[config.mk]
export PLATFORM = sky130hd
export DESIGN_NAME = fetch_sequencer_flat
export DESIGN_NICKNAME = d
export VERILOG_FILES = /design/src/rtl/fetch_sequencer_if.sv /design/src/rtl/fetch_sequencer.sv /design/src/flat_wrapper.sv
export SDC_FILE = /design/constraint.sdc
export NUM_CORES = 1
export LEC_CHECK = 0
export ABC_AREA = 1
export CORE_MARGIN = 1.5
export CORE_UTILIZATION = 50
export CTS_BUF_LIST = sky130_fd_sc_hd__clkbuf_4 sky130_fd_sc_hd__clkbuf_8
export DETAILED_ROUTE_END_ITERATION = 10
export PLACE_DENSITY = 0.78
export RECOVER_POWER = 25
export SLEW_MARGIN = 15
export SYNTH_ARGS = -nofsm -noshare
export SYNTH_HDL_FRONTEND = slang
export SYNTH_SLANG_ARGS = --single-unit
[constraint.sdc]
create_clock -name clk -period 4.7 [get_ports clk]
set_input_delay 0.47 -clock clk [delete_from_list [all_inputs] [get_ports clk]]
set_output_delay 0.47 -clock clk [all_outputs]
set_load 0.01 [all_outputs]
[src/rtl/fetch_sequencer_if.sv]
// ============================================================================
// fetch_sequencer_if : imem request/response bus plus decode valid/ready bus
// Rev 1.0
// ============================================================================
`default_nettype none

interface fetch_sequencer_if;
  logic        imem_req;
  logic [15:0] imem_addr;
  logic        imem_gnt;
  logic        imem_rvalid;
  logic [15:0] imem_rdata;
  logic        inst_valid;
  logic [15:0] inst;
  logic [15:0] inst_pc;
  logic        inst_ready;

  modport master (
    output imem_req, imem_addr, inst_valid, inst, inst_pc,
    input  imem_gnt, imem_rvalid, imem_rdata, inst_ready
  );

  modport slave (
    input  imem_req, imem_addr, inst_valid, inst, inst_pc,
    output imem_gnt, imem_rvalid, imem_rdata, inst_ready
  );
endinterface

`default_nettype wire

[src/rtl/fetch_sequencer.sv]
// ============================================================================
// fetch_sequencer : PC owner, one-outstanding imem reader and decode buffer
// Rev 1.0
// ============================================================================
`default_nettype none

module fetch_sequencer #(
  parameter logic [15:0] PC_RESET   = 16'h0000,
  parameter int          FIFO_DEPTH = 2
) (
  input  logic               clk,
  input  logic               reset,
  fetch_sequencer_if.master  bus,
  input  logic               redirect_valid,
  input  logic [15:0]        redirect_pc,
  input  logic               sleep_req,
  input  logic               wake,
  output logic               asleep
);

  localparam int PTR_W = $clog2(FIFO_DEPTH);
  localparam int CNT_W = PTR_W + 1;

  localparam logic [2:0] S_IDLE  = 3'd0;
  localparam logic [2:0] S_RUN   = 3'd1;
  localparam logic [2:0] S_WAIT  = 3'd2;
  localparam logic [2:0] S_DROP  = 3'd3;
  localparam logic [2:0] S_SLEEP = 3'd4;

  logic [2:0]       state_q, state_d;
  logic [15:0]      pc_q, pc_d;
  logic             sleep_pend_q, sleep_pend_d;
  logic             req_hold_q, req_hold_d;
  logic [PTR_W-1:0] rd_ptr_q, rd_ptr_d;
  logic [PTR_W-1:0] wr_ptr_q, wr_ptr_d;
  logic [CNT_W-1:0] count_q, count_d;
  logic [15:0]      fifo_inst_q [FIFO_DEPTH];
  logic [15:0]      fifo_inst_d [FIFO_DEPTH];
  logic [15:0]      fifo_pc_q   [FIFO_DEPTH];
  logic [15:0]      fifo_pc_d   [FIFO_DEPTH];

  logic credit;
  logic handshake;
  logic push;
  logic pop;

  // Only RUN can issue, and RUN never has a read outstanding, so credit is FIFO space.
  // A request already on the bus is held until granted even if sleep becomes pending.
  assign credit         = count_q < CNT_W'(FIFO_DEPTH);
  assign bus.imem_req   = (state_q == S_RUN) && (req_hold_q || (credit && !sleep_pend_q));
  assign bus.imem_addr  = pc_q;
  assign handshake      = bus.imem_req && bus.imem_gnt;
  assign bus.inst_valid = (count_q != '0) && (state_q != S_SLEEP);
  assign bus.inst       = fifo_inst_q[rd_ptr_q];
  assign bus.inst_pc    = fifo_pc_q[rd_ptr_q];
  assign asleep         = (state_q == S_SLEEP);
  assign pop            = bus.inst_valid && bus.inst_ready;

  always_comb begin
    state_d      = state_q;
    pc_d         = pc_q;
    sleep_pend_d = sleep_pend_q;
    req_hold_d   = bus.imem_req && !bus.imem_gnt && !redirect_valid;
    push         = 1'b0;

    if (sleep_req && (state_q == S_RUN || state_q == S_WAIT || state_q == S_DROP)) begin
      sleep_pend_d = 1'b1;
    end

    case (state_q)
      S_IDLE:  state_d = S_RUN;
      S_RUN: begin
        if (handshake) begin
          pc_d    = pc_q + 16'd2;
          state_d = S_WAIT;
        end else if (sleep_pend_q && !bus.imem_req) begin
          state_d      = S_SLEEP;
          sleep_pend_d = 1'b0;
        end
      end
      S_WAIT: begin
        if (bus.imem_rvalid) begin
          push    = 1'b1;
          state_d = S_RUN;
        end
      end
      S_DROP:  if (bus.imem_rvalid) state_d = S_RUN;
      S_SLEEP: if (wake) state_d = S_RUN;
      default: state_d = S_IDLE;
    endcase

    // Redirect: anything granted but not yet returned must be swallowed in DROP.
    if (redirect_valid && state_q != S_IDLE) begin
      push         = 1'b0;
      pc_d         = {redirect_pc[15:1], 1'b0};
      sleep_pend_d = 1'b0;
      if (handshake || ((state_q == S_WAIT || state_q == S_DROP) && !bus.imem_rvalid)) begin
        state_d = S_DROP;
      end else begin
        state_d = S_RUN;
      end
    end
  end

  always_comb begin
    rd_ptr_d    = rd_ptr_q;
    wr_ptr_d    = wr_ptr_q;
    count_d     = count_q;
    fifo_inst_d = fifo_inst_q;
    fifo_pc_d   = fifo_pc_q;
    if (redirect_valid && state_q != S_IDLE) begin
      rd_ptr_d = '0;
      wr_ptr_d = '0;
      count_d  = '0;
    end else begin
      if (push) begin
        fifo_inst_d[wr_ptr_q] = bus.imem_rdata;
        fifo_pc_d[wr_ptr_q]   = pc_q - 16'd2;
        wr_ptr_d              = wr_ptr_q + PTR_W'(1);
      end
      if (pop) begin
        rd_ptr_d = rd_ptr_q + PTR_W'(1);
      end
      count_d = count_q + CNT_W'(push) - CNT_W'(pop);
    end
  end

  always_ff @(posedge clk) begin
    if (reset) begin
      state_q      <= S_IDLE;
      pc_q         <= PC_RESET;
      sleep_pend_q <= 1'b0;
      req_hold_q   <= 1'b0;
      rd_ptr_q     <= '0;
      wr_ptr_q     <= '0;
      count_q      <= '0;
      for (int i = 0; i < FIFO_DEPTH; i++) begin
        fifo_inst_q[i] <= '0;
        fifo_pc_q[i]   <= '0;
      end
    end else begin
      state_q      <= state_d;
      pc_q         <= pc_d;
      sleep_pend_q <= sleep_pend_d;
      req_hold_q   <= req_hold_d;
      rd_ptr_q     <= rd_ptr_d;
      wr_ptr_q     <= wr_ptr_d;
      count_q      <= count_d;
      fifo_inst_q  <= fifo_inst_d;
      fifo_pc_q    <= fifo_pc_d;
    end
  end

endmodule

`default_nettype wire

[src/flat_wrapper.sv]
// flat-port wrapper written by rule: the top's interface ports become plain ports
module fetch_sequencer_flat 
#(
  parameter logic [15:0] PC_RESET   = 16'h0000,
  parameter int          FIFO_DEPTH = 2
)
  (clk, reset, redirect_valid, redirect_pc, sleep_req, wake, asleep, bus_imem_req, bus_imem_addr, bus_inst_valid, bus_inst, bus_inst_pc, bus_imem_gnt, bus_imem_rvalid, bus_imem_rdata, bus_inst_ready);
  fetch_sequencer_if bus_i ();
  input  logic clk;
  input  logic reset;
  input  logic redirect_valid;
  input  logic [15:0] redirect_pc;
  input  logic sleep_req;
  input  logic wake;
  output logic asleep;
  output wire logic [$bits(bus_i.imem_req)-1:0] bus_imem_req;
  output wire logic [$bits(bus_i.imem_addr)-1:0] bus_imem_addr;
  output wire logic [$bits(bus_i.inst_valid)-1:0] bus_inst_valid;
  output wire logic [$bits(bus_i.inst)-1:0] bus_inst;
  output wire logic [$bits(bus_i.inst_pc)-1:0] bus_inst_pc;
  input wire logic [$bits(bus_i.imem_gnt)-1:0] bus_imem_gnt;
  input wire logic [$bits(bus_i.imem_rvalid)-1:0] bus_imem_rvalid;
  input wire logic [$bits(bus_i.imem_rdata)-1:0] bus_imem_rdata;
  input wire logic [$bits(bus_i.inst_ready)-1:0] bus_inst_ready;
  assign bus_imem_req = bus_i.imem_req;
  assign bus_imem_addr = bus_i.imem_addr;
  assign bus_inst_valid = bus_i.inst_valid;
  assign bus_inst = bus_i.inst;
  assign bus_inst_pc = bus_i.inst_pc;
  assign bus_i.imem_gnt = bus_imem_gnt;
  assign bus_i.imem_rvalid = bus_imem_rvalid;
  assign bus_i.imem_rdata = bus_imem_rdata;
  assign bus_i.inst_ready = bus_inst_ready;
  fetch_sequencer #(.PC_RESET(PC_RESET), .FIFO_DEPTH(FIFO_DEPTH)) u_core (.clk(clk), .reset(reset), .bus(bus_i), .redirect_valid(redirect_valid), .redirect_pc(redirect_pc), .sleep_req(sleep_req), .wake(wake), .asleep(asleep));
endmodule
==> flow_summary.ini <==
[sta]
layout_min_cycle_time_ns = 3.34
clock_skew_ns = 0.00852
worstMarginPinSlew_ns = 1.89
rsz0062_at_grt = no
hold_viol = 0
fmax_mhz = 299
fin_crit_sh_pct = 71.1
setup-violations-final = 0
slew_violations = 39
tns_ns = 0
relSlewSlack_pct = -26.2
timing.final.ws_setup_ns = 1.36

[clocking]
cts_max_level = 3
clkTransAtPathRegs_ns = 0.09
clock_latency_ns = 0.35
clockBufferDepth = 2
cts.sinks = 86
root_buffer = clkbuf_8
postCtsSetupBuffers = 0
ctsResizeCount = 0
cts_tree = done
cts_hold_buf = 0
cts_buffers = 9

[status]
violations = capacitance limit, slew limit
status = finished, violations left

[drt]
drt_iter0_markers = 244
vias = 4272
drtAntennaViolNets = 0
drt-vias-per-instance = 5.18
first_pass_iters = 4
wl_mm = 10.6
drcViolationCount = 0
detail_route.wl_per_cell_um = 12.8

[place]
gp_congestion = 0.863
portBuffers = 87
dp_slack_ns = 1.59
hpwlAfterDp_mm = 7.23

[synth]
synth.avg_cell_area_um2 = 6.76
synth-seq-cells = 86
synth.distinct_cells = 36
ys_warn_count = 0
syn-cell-area_mm2 = 0.00438
netlist_instances = 648
ys_seq_area_share_pct = 39.3

[worst_setup_path]
crit_chain = dlygate4sd3_1, clkbuf_1, inv_2, and3_1
cp-end-kind = flip-flop
critPathTopFamily = buffers and inverters
r2r_start = u_core.state_q[0]
crit_type = input port to flip-flop
cp.required_ns = 4.94
critPathArrivalTime_ns = 3.58
critPathLaunchType = input port
path_max_fanout = 46
crit_slowest_cell = clkbuf_1
startpoint = reset
cpPeakStageDelay_ns = 1.35
cp.buffers_inverters = 3

[cells_and_area]
seqCellArea_mm2 = 0.00172
final_cell_mix = nand2_1, dfxtp_1, a21oi_1, inv_1, clkdlybuf4s50_1
multiInputGateArea_mm2 = 0.00217
fill_cells = 757
nNetsFinal = 759
num_antenna_cells = 0
areaGrowthSynthToFinish_pct = 23.0
post-route-util_pct = 64.6
drive_gt1_share_pct = 4.44
layout_commonest_cell = nand2_1

[power]
cellLeakagePower_nw = 2.15
power_density_mw_per_mm2 = 334
comb_power_share_pct = 27.0
swShare_pct = 33.8
seq_power_share_pct = 45.0
vdd_drop_max_mv = 0.174
p_switching_w = 0.000609
clkPwrFrac_pct = 28.0
total_power_w = 0.00180
intPower_w = 0.00119

[floorplanning]
rows = 33
die_area_mm2 = 0.00933
core_mm2 = 0.00834
io-pin-count = 91
start_util_pct = 52.5
die_width_um = 96.6
die_h_um = 96.6

[grt]
gr-total-overflow = 0
grt_max_degree = 59
grt_pass1_vias = 4140
antenna_found_initial = 0
grt_usage_pct = 23.0
grt_pass1_wl_mm = 18.1

[min_path]
hold_class = flip-flop to flip-flop
hold_start = u_core.fifo_inst_q[20]

[job]
maxCapViolations = 1
[metal layers]
metal | up-vias | wire, um | track usage, %
met5 | - | 0 | 0
met4 | 0 | 192 | 8.81
met3 | 19 | 396 | 3.40
met2 | 101 | 5230 | 42.4
met1 | 1935 | 4760 | 26.6
li1 | 2217 | - | -
[cells in the mapped netlist]
| cell type | count | share of area, % |
|---|---|---|
| nand4_1 | 6 | 0.86 |
| and3_1 | 1 | 0.14 |
| o21ai_0 | 69 | 7.9 |
| conb_1 | 1 | 0.086 |
| xor2_1 | 10 | 2.0 |
| nor3_1 | 1 | 0.11 |
| nand3b_1 | 1 | 0.17 |
| mux2i_1 | 1 | 0.23 |
| buf_6 | 7 | 1.8 |
| inv_2 | 2 | 0.17 |
| nand3b_4 | 1 | 0.46 |
| nor2_2 | 4 | 0.57 |
| xnor2_1 | 1 | 0.20 |
| inv_4 | 2 | 0.29 |
| nand3_2 | 1 | 0.23 |
| nor3_4 | 1 | 0.37 |
| clkinv_1 | 1 | 0.086 |
| dfxtp_1 | 86 | 39 |
| a31oi_1 | 1 | 0.14 |
| nor2_1 | 54 | 4.6 |
| o211ai_1 | 5 | 0.86 |
| inv_1 | 72 | 6.2 |
| a21oi_1 | 74 | 8.5 |
| nor4_1 | 1 | 0.14 |
| buf_4 | 4 | 0.69 |
| ha_1 | 4 | 1.1 |
| nand2_1 | 160 | 14 |
| nand2_4 | 2 | 0.51 |
| nand3_4 | 1 | 0.40 |
| clkbuf_2 | 1 | 0.11 |
| o21ai_1 | 9 | 1.0 |
| nand3_1 | 38 | 4.3 |
| buf_2 | 6 | 0.69 |
| o21a_1 | 4 | 0.69 |
| buf_1 | 1 | 0.086 |
| clkbuf_1 | 15 | 1.3 |
[cells by family (layout without fill, tap and decap cells)]
family | Yosys count | count (layout) | share of synthesized area (%)
AND/OR/NAND/NOR | 272 | 272 | 26.6
adder cells (fa/ha/maj) | 4 | 4 | 1.14
XOR/XNOR | 11 | 11 | 2.20
other | 1 | 2 | 0.0856
flip-flops | 86 | 86 | 39.3
multiplexers | 1 | 1 | 0.228
buffers and inverters | 111 | 182 | 11.4
AO/OA/AOI/OAI | 162 | 162 | 19.0
[stage by stage]
step | area, um2 | hold WS [ns] | instances
global placement | 5200 | 0.433 | 809
finish | 5390 | 0.452 | 825
global route | 5390 | 0.468 | 825
floorplan | 4390 | 0.424 | 649
CTS | 5390 | 0.452 | 825
detailed placement | 5200 | 0.439 | 809
[power by group through the flow]
| stage | logic [W] | clock network (W) | registers [W] |
|---|---|---|---|
| CTS | 0.000491 | 0.000510 | 0.000811 |
| floorplan | 0.000324 | 0 | 0.000822 |
| finish | 0.000486 | 0.000504 | 0.000811 |
| global route | 0.000546 | 0.000537 | 0.000817 |
| detailed placement | 0.000487 | 0 | 0.000828 |
| global placement | 0.000474 | 0 | 0.000827 |
[worst min-delay path, stage by stage (launching register included)]
cell and delay (ns):
dfxtp_1 0.31, inv_1 0.05, a21oi_1 0.05
[registers in the layout (all words and copies together), names as in the netlist]
| signal | cells |
|---|---|
| u_core.rd_ptr_q | 1 |
| u_core.wr_ptr_q | 1 |
| u_core.bus.imem_addr | 15 |
| u_core.fifo_inst_q | 32 |
| u_core.fifo_pc_q | 30 |
| u_core.sleep_pend_q | 1 |
| u_core.count_q | 2 |
| u_core.req_hold_q | 1 |
| u_core.state_q | 3 |
[path summary, 6_finish.rpt]
check                                 to  cells past startpoint  slack, ns
setup / recovery       u_core.count_q[0]                      4       1.36
hold / removal    u_core.fifo_inst_q[20]                      2       0.45
setup reg to reg    u_core.fifo_pc_q[25]                      7       2.44
hold reg to reg   u_core.fifo_inst_q[20]                      2       0.45
[cell type report]
type                       count  share of cell area, %
clock buffer                  12                   3.06
timing repair buffer          89                   16.4
sequential                    86                   31.9
inverter                      77                   5.45
clock inverter                 4                  0.557
multi-input combinational    452                   40.2
tap                          105                   2.44
Note: power is estimated with default switching activity, not from simulation.
